===== config.mk =====
export PLATFORM = sky130hd
export DESIGN_NAME = state_dump_unit
export DESIGN_NICKNAME = d
export VERILOG_FILES = /design/src/rtl/state_dump_unit.sv
export SDC_FILE = /design/constraint.sdc
export NUM_CORES = 1
export LEC_CHECK = 0
export ABC_CLOCK_PERIOD_IN_PS = 3800
export BUFFER_PORTS_ARGS = -buffer_cell sky130_fd_sc_hd__buf_2
export CAP_MARGIN = 20
export CORE_MARGIN = 5
export CORE_UTILIZATION = 56
export CTS_CLUSTER_DIAMETER = 200
export DETAILED_ROUTE_END_ITERATION = 10
export HOLD_SLACK_MARGIN = 0.15
export PLACE_DENSITY = 0.85
export SLEW_MARGIN = 40
export SYNTH_ARGS = -nofsm -noshare
export SYNTH_HDL_FRONTEND = slang
export SYNTH_SLANG_ARGS = --single-unit

===== constraint.sdc =====
create_clock -name clk -period 3.8 [get_ports clk]
set_clock_uncertainty 0.2 [all_clocks]
set_input_delay 0.38 -clock clk [delete_from_list [all_inputs] [get_ports clk]]
set_output_delay 0.38 -clock clk [all_outputs]
set_load 0.01 [all_outputs]

===== src/rtl/state_dump_unit.sv =====
// rtl/state_dump_unit.sv - walks the register file then data memory, streaming (src, addr, data) records
// Optional checksum trailer record: define DUMP_CHECKSUM_EN.
module state_dump_unit #(
  parameter int DATA_W        = 8,
  parameter int REG_AW        = 3,
  parameter int MEM_AW        = 16,
  parameter int SKIP_ZERO_MEM = 1
) (
  input  logic              clk,
  input  logic              reset,
  input  logic              start,
  input  logic              abort,
  output logic              busy,
  output logic              done,
  output logic [REG_AW-1:0] reg_rd_addr,
  input  logic [DATA_W-1:0] reg_rd_data,
  output logic              mem_rd_en,
  output logic [MEM_AW-1:0] mem_rd_addr,
  input  logic [DATA_W-1:0] mem_rd_data,
  output logic              out_valid,
  input  logic              out_ready,
  output logic [1:0]        out_src,
  output logic [MEM_AW-1:0] out_addr,
  output logic [DATA_W-1:0] out_data,
  output logic [MEM_AW:0]   mem_rec_cnt
);

  localparam logic [2:0] IDLE    = 3'd0;
  localparam logic [2:0] REG     = 3'd1;
  localparam logic [2:0] MEM_RD  = 3'd2;
  localparam logic [2:0] MEM_CHK = 3'd3;
  localparam logic [2:0] EMIT    = 3'd4;
  localparam logic [2:0] FIN     = 3'd5;

  localparam logic [REG_AW-1:0] REG_LAST = '1;
  localparam logic [MEM_AW-1:0] MEM_LAST = '1;
  localparam logic [MEM_AW:0]   CNT_MAX  = '1;

  logic [2:0]        state;
  logic [REG_AW-1:0] reg_idx;
  logic [MEM_AW-1:0] mem_addr;
  logic              xfer;
`ifdef DUMP_CHECKSUM_EN
  logic [DATA_W-1:0] sum;
`endif

  assign xfer        = out_valid && out_ready;
  assign busy        = (state != IDLE) && (state != FIN);
  assign done        = (state == FIN);
  assign reg_rd_addr = reg_idx;
  assign mem_rd_en   = (state == MEM_RD);
  assign mem_rd_addr = mem_addr;

  always_ff @(posedge clk) begin
    if (reset) begin
      state       <= IDLE;
      reg_idx     <= '0;
      mem_addr    <= '0;
      out_valid   <= 1'b0;
      out_src     <= 2'd0;
      out_addr    <= '0;
      out_data    <= '0;
      mem_rec_cnt <= '0;
`ifdef DUMP_CHECKSUM_EN
      sum         <= '0;
`endif
    end else if (abort) begin
      // Also covers start+abort in IDLE: abort wins and the FSM stays idle.
      state     <= IDLE;
      out_valid <= 1'b0;
    end else begin
      case (state)
        IDLE: begin
          if (start) begin
            state       <= REG;
            reg_idx     <= '0;
            mem_rec_cnt <= '0;
`ifdef DUMP_CHECKSUM_EN
            sum         <= '0;
`endif
          end
        end
        REG: begin
          out_src   <= 2'd0;
          out_addr  <= MEM_AW'(reg_idx);
          out_data  <= reg_rd_data;
          out_valid <= 1'b1;
          state     <= EMIT;
        end
        MEM_RD: state <= MEM_CHK;
        MEM_CHK: begin
          if ((SKIP_ZERO_MEM != 0) && (mem_rd_data == '0)) begin
            if (mem_addr == MEM_LAST) begin
`ifdef DUMP_CHECKSUM_EN
              out_src   <= 2'd2;
              out_addr  <= '0;
              out_data  <= sum;
              out_valid <= 1'b1;
              state     <= EMIT;
`else
              state     <= FIN;
`endif
            end else begin
              mem_addr <= mem_addr + 1'b1;
              state    <= MEM_RD;
            end
          end else begin
            out_src   <= 2'd1;
            out_addr  <= mem_addr;
            out_data  <= mem_rd_data;
            out_valid <= 1'b1;
            if (mem_rec_cnt != CNT_MAX) mem_rec_cnt <= mem_rec_cnt + 1'b1;
            state     <= EMIT;
          end
        end
        EMIT: begin
          if (xfer) begin
            out_valid <= 1'b0;
`ifdef DUMP_CHECKSUM_EN
            if (out_src != 2'd2) sum <= sum + out_data;
`endif
            case (out_src)
              2'd0: begin
                if (reg_idx == REG_LAST) begin
                  mem_addr <= '0;
                  state    <= MEM_RD;
                end else begin
                  reg_idx <= reg_idx + 1'b1;
                  state   <= REG;
                end
              end
              2'd1: begin
                if (mem_addr == MEM_LAST) begin
`ifdef DUMP_CHECKSUM_EN
                  // Trailer must include the record that is transferring right now.
                  out_src   <= 2'd2;
                  out_addr  <= '0;
                  out_data  <= sum + out_data;
                  out_valid <= 1'b1;
                  state     <= EMIT;
`else
                  state     <= FIN;
`endif
                end else begin
                  mem_addr <= mem_addr + 1'b1;
                  state    <= MEM_RD;
                end
              end
              default: state <= FIN;
            endcase
          end
        end
        FIN:     state <= IDLE;
        default: state <= IDLE;
      endcase
    end
  end

endmodule


## After elaboration in Yosys (flattened, before gate mapping)

Index checks and enable logic that the tools add are counted.

| cells by class | value |
|---|---|
| reduce and logical (&&, ||, !) cells | 18 |
| bitwise gates (word level) | 1 |
| equality and inequality tests | 19 |
| add/subtract/negate cells | 3 |
| mux-type cells | 31 |

Operators by type and width:

| cell | count |
|---|---|
| $pmux 16 s2 | 3 |
| $mux 16 | 5 |
| $mux 17 | 3 |
| $pmux 17 s2 | 1 |
| $mux 3 | 8 |
| $add 17x1->17 const B | 1 |
| $ne 17x17->1 const B | 1 |
| $add 16x1->16 const B | 1 |
| $eq 16x16->1 const B | 1 |
| $pmux 8 s2 | 1 |
| $pmux 3 s5 | 1 |
| $ne 2x2->1 const B | 6 |
| $pmux 3 s2 | 2 |
| $reduce_and 6->1 | 2 |
| $eq 3x3->1 const B | 3 |
| $logic_not 8->1 | 1 |
| $mux 8 | 1 |
| $reduce_bool 2->1 | 4 |
| $eq 3x2->1 const B | 2 |
| $ne 3x3->1 const B | 2 |
| $reduce_and 3->1 | 2 |
| $reduce_bool 3->1 | 2 |
| $reduce_and 5->1 | 1 |
| $mux 2 | 2 |
| 14 further kinds | 16 |

| word-level totals | value |
|---|---|
| register bits after elaboration | 66 |
| word-level logic and storage cells | 80 |
| input port bits | 21 |
| output and inout port bits | 66 |

## Depth between registers and ports, before layout

| logic depth | value |
|---|---|
| depth after elaboration | 5 |
| gate-level depth with buffers | 9 |
| depth with buffers taken out | 8 |

## Least setup slack after synthesis

No wires, ideal clock.

| timing path | value |
|---|---|
| path kind | register to register |
| start point | register mem_rec_cnt[6] |
| end point | register mem_rec_cnt[2] |
| stages on the path, launching flop included | 10 |
| library setup time | 0.087 ns |
| required time | 3.513 ns |
| clock period less this slack | 2.374 ns |
| data arrival time | 2.087 ns |
| setup slack | 1.426 ns |
| cells stage by stage | dfxtp_1 > nand4_1 > nor4_1 > and3_1 > ha_1 > a211oi_1 > buf_2 > a2111oi_0 > a31oi_1 > o31ai_1 |

| between the ends | value |
|---|---|
| longest elaborated chain between the ends | 3 |

Ends and longest elaborated chain:

| item | line | text |
|---|---|---|
| start: declaration | 25 | `output logic [MEM_AW:0] mem_rec_cnt` |
| start signal: assignment | 112 | `if (mem_rec_cnt != CNT_MAX) mem_rec_cnt <= mem_rec_cnt + 1'b1;` |
| $ne 17x17->1 | 112 |  |
| $ne 2x2->1 (no source line) | n/a |  |
| $reduce_and 5->1 (no source line) | n/a |  |

No other way between the ends.
A chain may end at the register's enable or synchronous reset.

## Final worst setup path

| timing path | value |
|---|---|
| start point | register mem_rec_cnt[7] |
| end point | register mem_rec_cnt[12] |

| between the ends | value |
|---|---|
| longest elaborated chain between the ends | 4 |
| elaborated cells between the ends (all ways) | 7 |
| classes of those cells | 1 x add/sub; 2 x eq/ne; 3 x mux; 1 x reduce/logical |

Ends and longest elaborated chain:

| item | line | text |
|---|---|---|
| $add 17x1->17 | 112 |  |
| $mux 17 | 112 |  |
| $mux 17 | 92 | `if ((SKIP_ZERO_MEM != 0) && (mem_rd_data == '0)) begin` |
| $pmux 17 s2 | 72 | `case (state)` |

Several ways; a longest one is shown, not always the timed one. The select of a mux whose other input is x is not followed.

==> impl_metrics.json <==
{
  "switching_share": 0.242,
  "tritoncts": "done",
  "syn-num-nets": 386,
  "fin_crit_ns": 3.23,
  "dp_cells": 495,
  "synth-compound-area-share": 0.191,
  "vdd_drop_max_uv": 190,
  "drive_above_1_share": 0.258,
  "reg2reg_from": "mem_rec_cnt[7]",
  "synthMuxAreaShare": 0.0413,
  "outcome": "completed",
  "worstSetupPathType": "flop to flop",
  "synth_top_area_frac": 0.413,
  "clk_pin_slew_ns": 0.07,
  "power_frac_seq": 0.546,
  "required_ns": 3.86,
  "ctsHoldBuffers": 0,
  "end_kind": "flop",
  "start_util": 0.576,
  "p_switching_mw": 0.308,
  "min_delay_path_depth": 3,
  "worstMarginPinSlew_ns": 0.797,
  "ff2ff_setup_slack_ns": 0.57,
  "stdcell_count": 510,
  "hp-class": "input port to flop",
  "ios": 87,
  "async_reset_ff_frac": 0,
  "die_w_um": 85.0,
  "remaining_drc_errors": 0,
  "wl_per_cell_um": 15.7,
  "min_to": "out_data[0]",
  "setup_slack_ns": 0.566,
  "core_sq_mm": 0.00547,
  "synth.cell_area_sq_mm": 0.00315,
  "synth_xor_area_frac": 0.0500,
  "yosys.area_share.simple": 0.242,
  "syn_area_per_cell_sq_um": 8.75,
  "fin_tns_setup_ns": 0,
  "setup-violations-final": 0,
  "die_y_um": 85.0,
  "synth_top_cells_by_area": "dfxtp_1 (41%), nor2_1 (6.8%), xor2_1 (4.4%)",
  "combPwrFrac": 0.064,
  "synth_commonest_cells": "dfxtp_1 (65), nor2_1 (57), a211oi_1 (17), a21oi_1 (17), xor2_1 (16)",
  "p_per_area_mw_per_mm2": 339,
  "cp_max_fo": 9,
  "antennaDiodeCount": 0,
  "slew_violations": 0,
  "reg2reg_to": "mem_rec_cnt[12]",
  "drtIter0Drc": 273,
  "synth_cells": 360,
  "die_area_sq_mm": 0.00723,
  "antenna_found_initial": 0,
  "insertion_delay_ns": 0.33,
  "postCtsSetupBuffers": 0,
  "place.gp.congestion": 0.898,
  "final_antenna_net_count": 0,
  "leakagePower_nw": 1.59,
  "grt_first_pass_wirelength_um": 13600,
  "wl_um": 8010,
  "row_count": 27,
  "post_cts_resized": 0,
  "worstRegToRegCells": 9,
  "grt_pass1_vias": 2780,
  "post-place-ws_ns": 0.667,
  "synth_edf_count": 0,
  "clkPwrFrac": 0.390,
  "synth_ff_type": "dfxtp_1",
  "drv_cap": 0,
  "first_pass_iters": 4,
  "seq_area_sq_mm": 0.00130,
  "cts.sinks": 65,
  "cp-start-kind": "flop",
  "fill_cells": 461,
  "area_growth_pct": 19.1,
  "overflow": 0,
  "grt_max_degree": 36,
  "min_from": "reg_rd_data[0]",
  "clockBufferDepth": 2,
  "ys_seq_elements": 65,
  "crit_arrival_ns": 3.30,
  "final_core_util": 0.686,
  "max_freq_mhz": 309,
  "hpwlAfterDp_um": 5760,
  "yosys_warnings": 0,
  "multi_input_area_sq_mm": 0.00174,
  "p_int_mw": 0.964,
  "gr-usage-all-layers": 0.226,
  "hold_viol_final": 0,
  "synth.most_common_cell": "dfxtp_1",
  "nets": 460,
  "yosysSeqAreaShare": 0.413,
  "h-tree-depth": 3,
  "vias": 3030,
  "synth_top_family_by_area": "simple AND/OR/NAND/NOR gates",
  "synth-adder-area-share": 0.0198,
  "drt-vias-per-instance": 5.94,
  "port_buffers": 85,
  "max-slew-margin-rel": 0.468,
  "cts-buffers-inserted": 9,
  "finalCritPeriodShare": 0.851,
  "cts_root_buf": "clkbuf_8",
  "synth_area_leader_cell": "dfxtp_1",
  "yosysUniqueCellTypes": 53,
  "rsz0062_at_grt": "no"
}
## metrics by stage
stage          area, sq um  power [mW]  hold slack (ns)
6_report              3750        1.27            0.193
5_1_grt               3750        1.33            0.204
4_1_cts               3750        1.29            0.181
3_5_place_dp          3590       0.791            0.279
3_3_place_gp          3590       0.788            0.274
2_1_floorplan         3150       0.761            0.308
## worst max path at each step
stage / startpoint / endpoint / slack, ns / cells after the start
finish: mem_rec_cnt[7] / mem_rec_cnt[12] / 0.57 / 9
global route: mem_rec_cnt[7] / mem_rec_cnt[12] / 0.28 / 9
CTS: mem_rec_cnt[7] / mem_rec_cnt[12] / 0.61 / 9
detailed placement: mem_rec_cnt[7] / mem_rec_cnt[12] / 0.67 / 9
global placement: mem_rec_cnt[7] / mem_rec_cnt[14] / 0.95 / 9
floorplan: mem_rec_cnt[6] / mem_rec_cnt[2] / 1.43 / 9
## worst max-delay path: stages (launching register included)
cell and delay [ns]:
dfxtp_1 0.36, nand4_1 0.29, nor4_1 0.12, and3_1 0.21
ha_1 0.18, a211oi_1 0.60, buf_4 0.27, o211ai_1 0.26
or4_1 0.52, a21oi_1 0.15
## registers in the layout, indices dropped and copies added, names as in the netlist
name and cells:
mem_rd_addr 16, mem_rec_cnt 17, out_addr 16, out_data 8, out_src 1, out_valid 1, reg_rd_addr 3, state 3
## per-layer routing
layer | routed length [um] | part of all wire | global-route usage
met1 | 3690 | 0.46 | 0.306
met2 | 3680 | 0.46 | 0.353
met3 | 510 | 0.064 | 0.0437
met4 | 125 | 0.016 | 0.0950
met5 | 0 | 0 | 0
## power groups by stage
stage | sequential (mW) | clock [mW] | combinational (mW)
after global routing | 0.695 | 0.542 | 0.0895
after CTS | 0.694 | 0.509 | 0.0812
final | 0.695 | 0.496 | 0.0812
after detailed placement | 0.710 | 0 | 0.0808
after global placement | 0.709 | 0 | 0.0789
after floorplan | 0.711 | 0 | 0.0498
## placed cells by master, fill, tap and decap left out, drive strengths merged, types with 9 or more instances in the layout
| master | count |
|---|---|
| clkbuf | 11 |
| o21ai | 9 |
| buf | 89 |
| dfxtp | 65 |
| xor2 | 16 |
| mux2i | 13 |
| a21oi | 17 |
| a211oi | 17 |
| nand2 | 9 |
| nor2 | 57 |
| nand3 | 17 |
| nand4 | 14 |
| a22oi | 13 |
## final cells by class
class | instances | share of cell area
Clock buffer | 11 | 0.0377
Clock inverter | 4 | 0.00533
Inverter | 3 | 0.00300
Multi-Input combinational cell | 266 | 0.462
Sequential cell | 65 | 0.347
Tap cell | 72 | 0.0240
Timing Repair Buffer | 89 | 0.121
## cells by family (layout without fill, tap and decap cells)
logic type               after synthesis  in the layout
other                                  1              1
AND/OR/NAND/NOR                      145            145
adder cells (fa/ha/maj)                5              5
AO/OA/AOI/OAI                         84             84
buffers and inverters                 29            107
XOR/XNOR                              18             18
multiplexers                          13             13
flip-flops                            65             65
(Power assumes the default switching activity.)
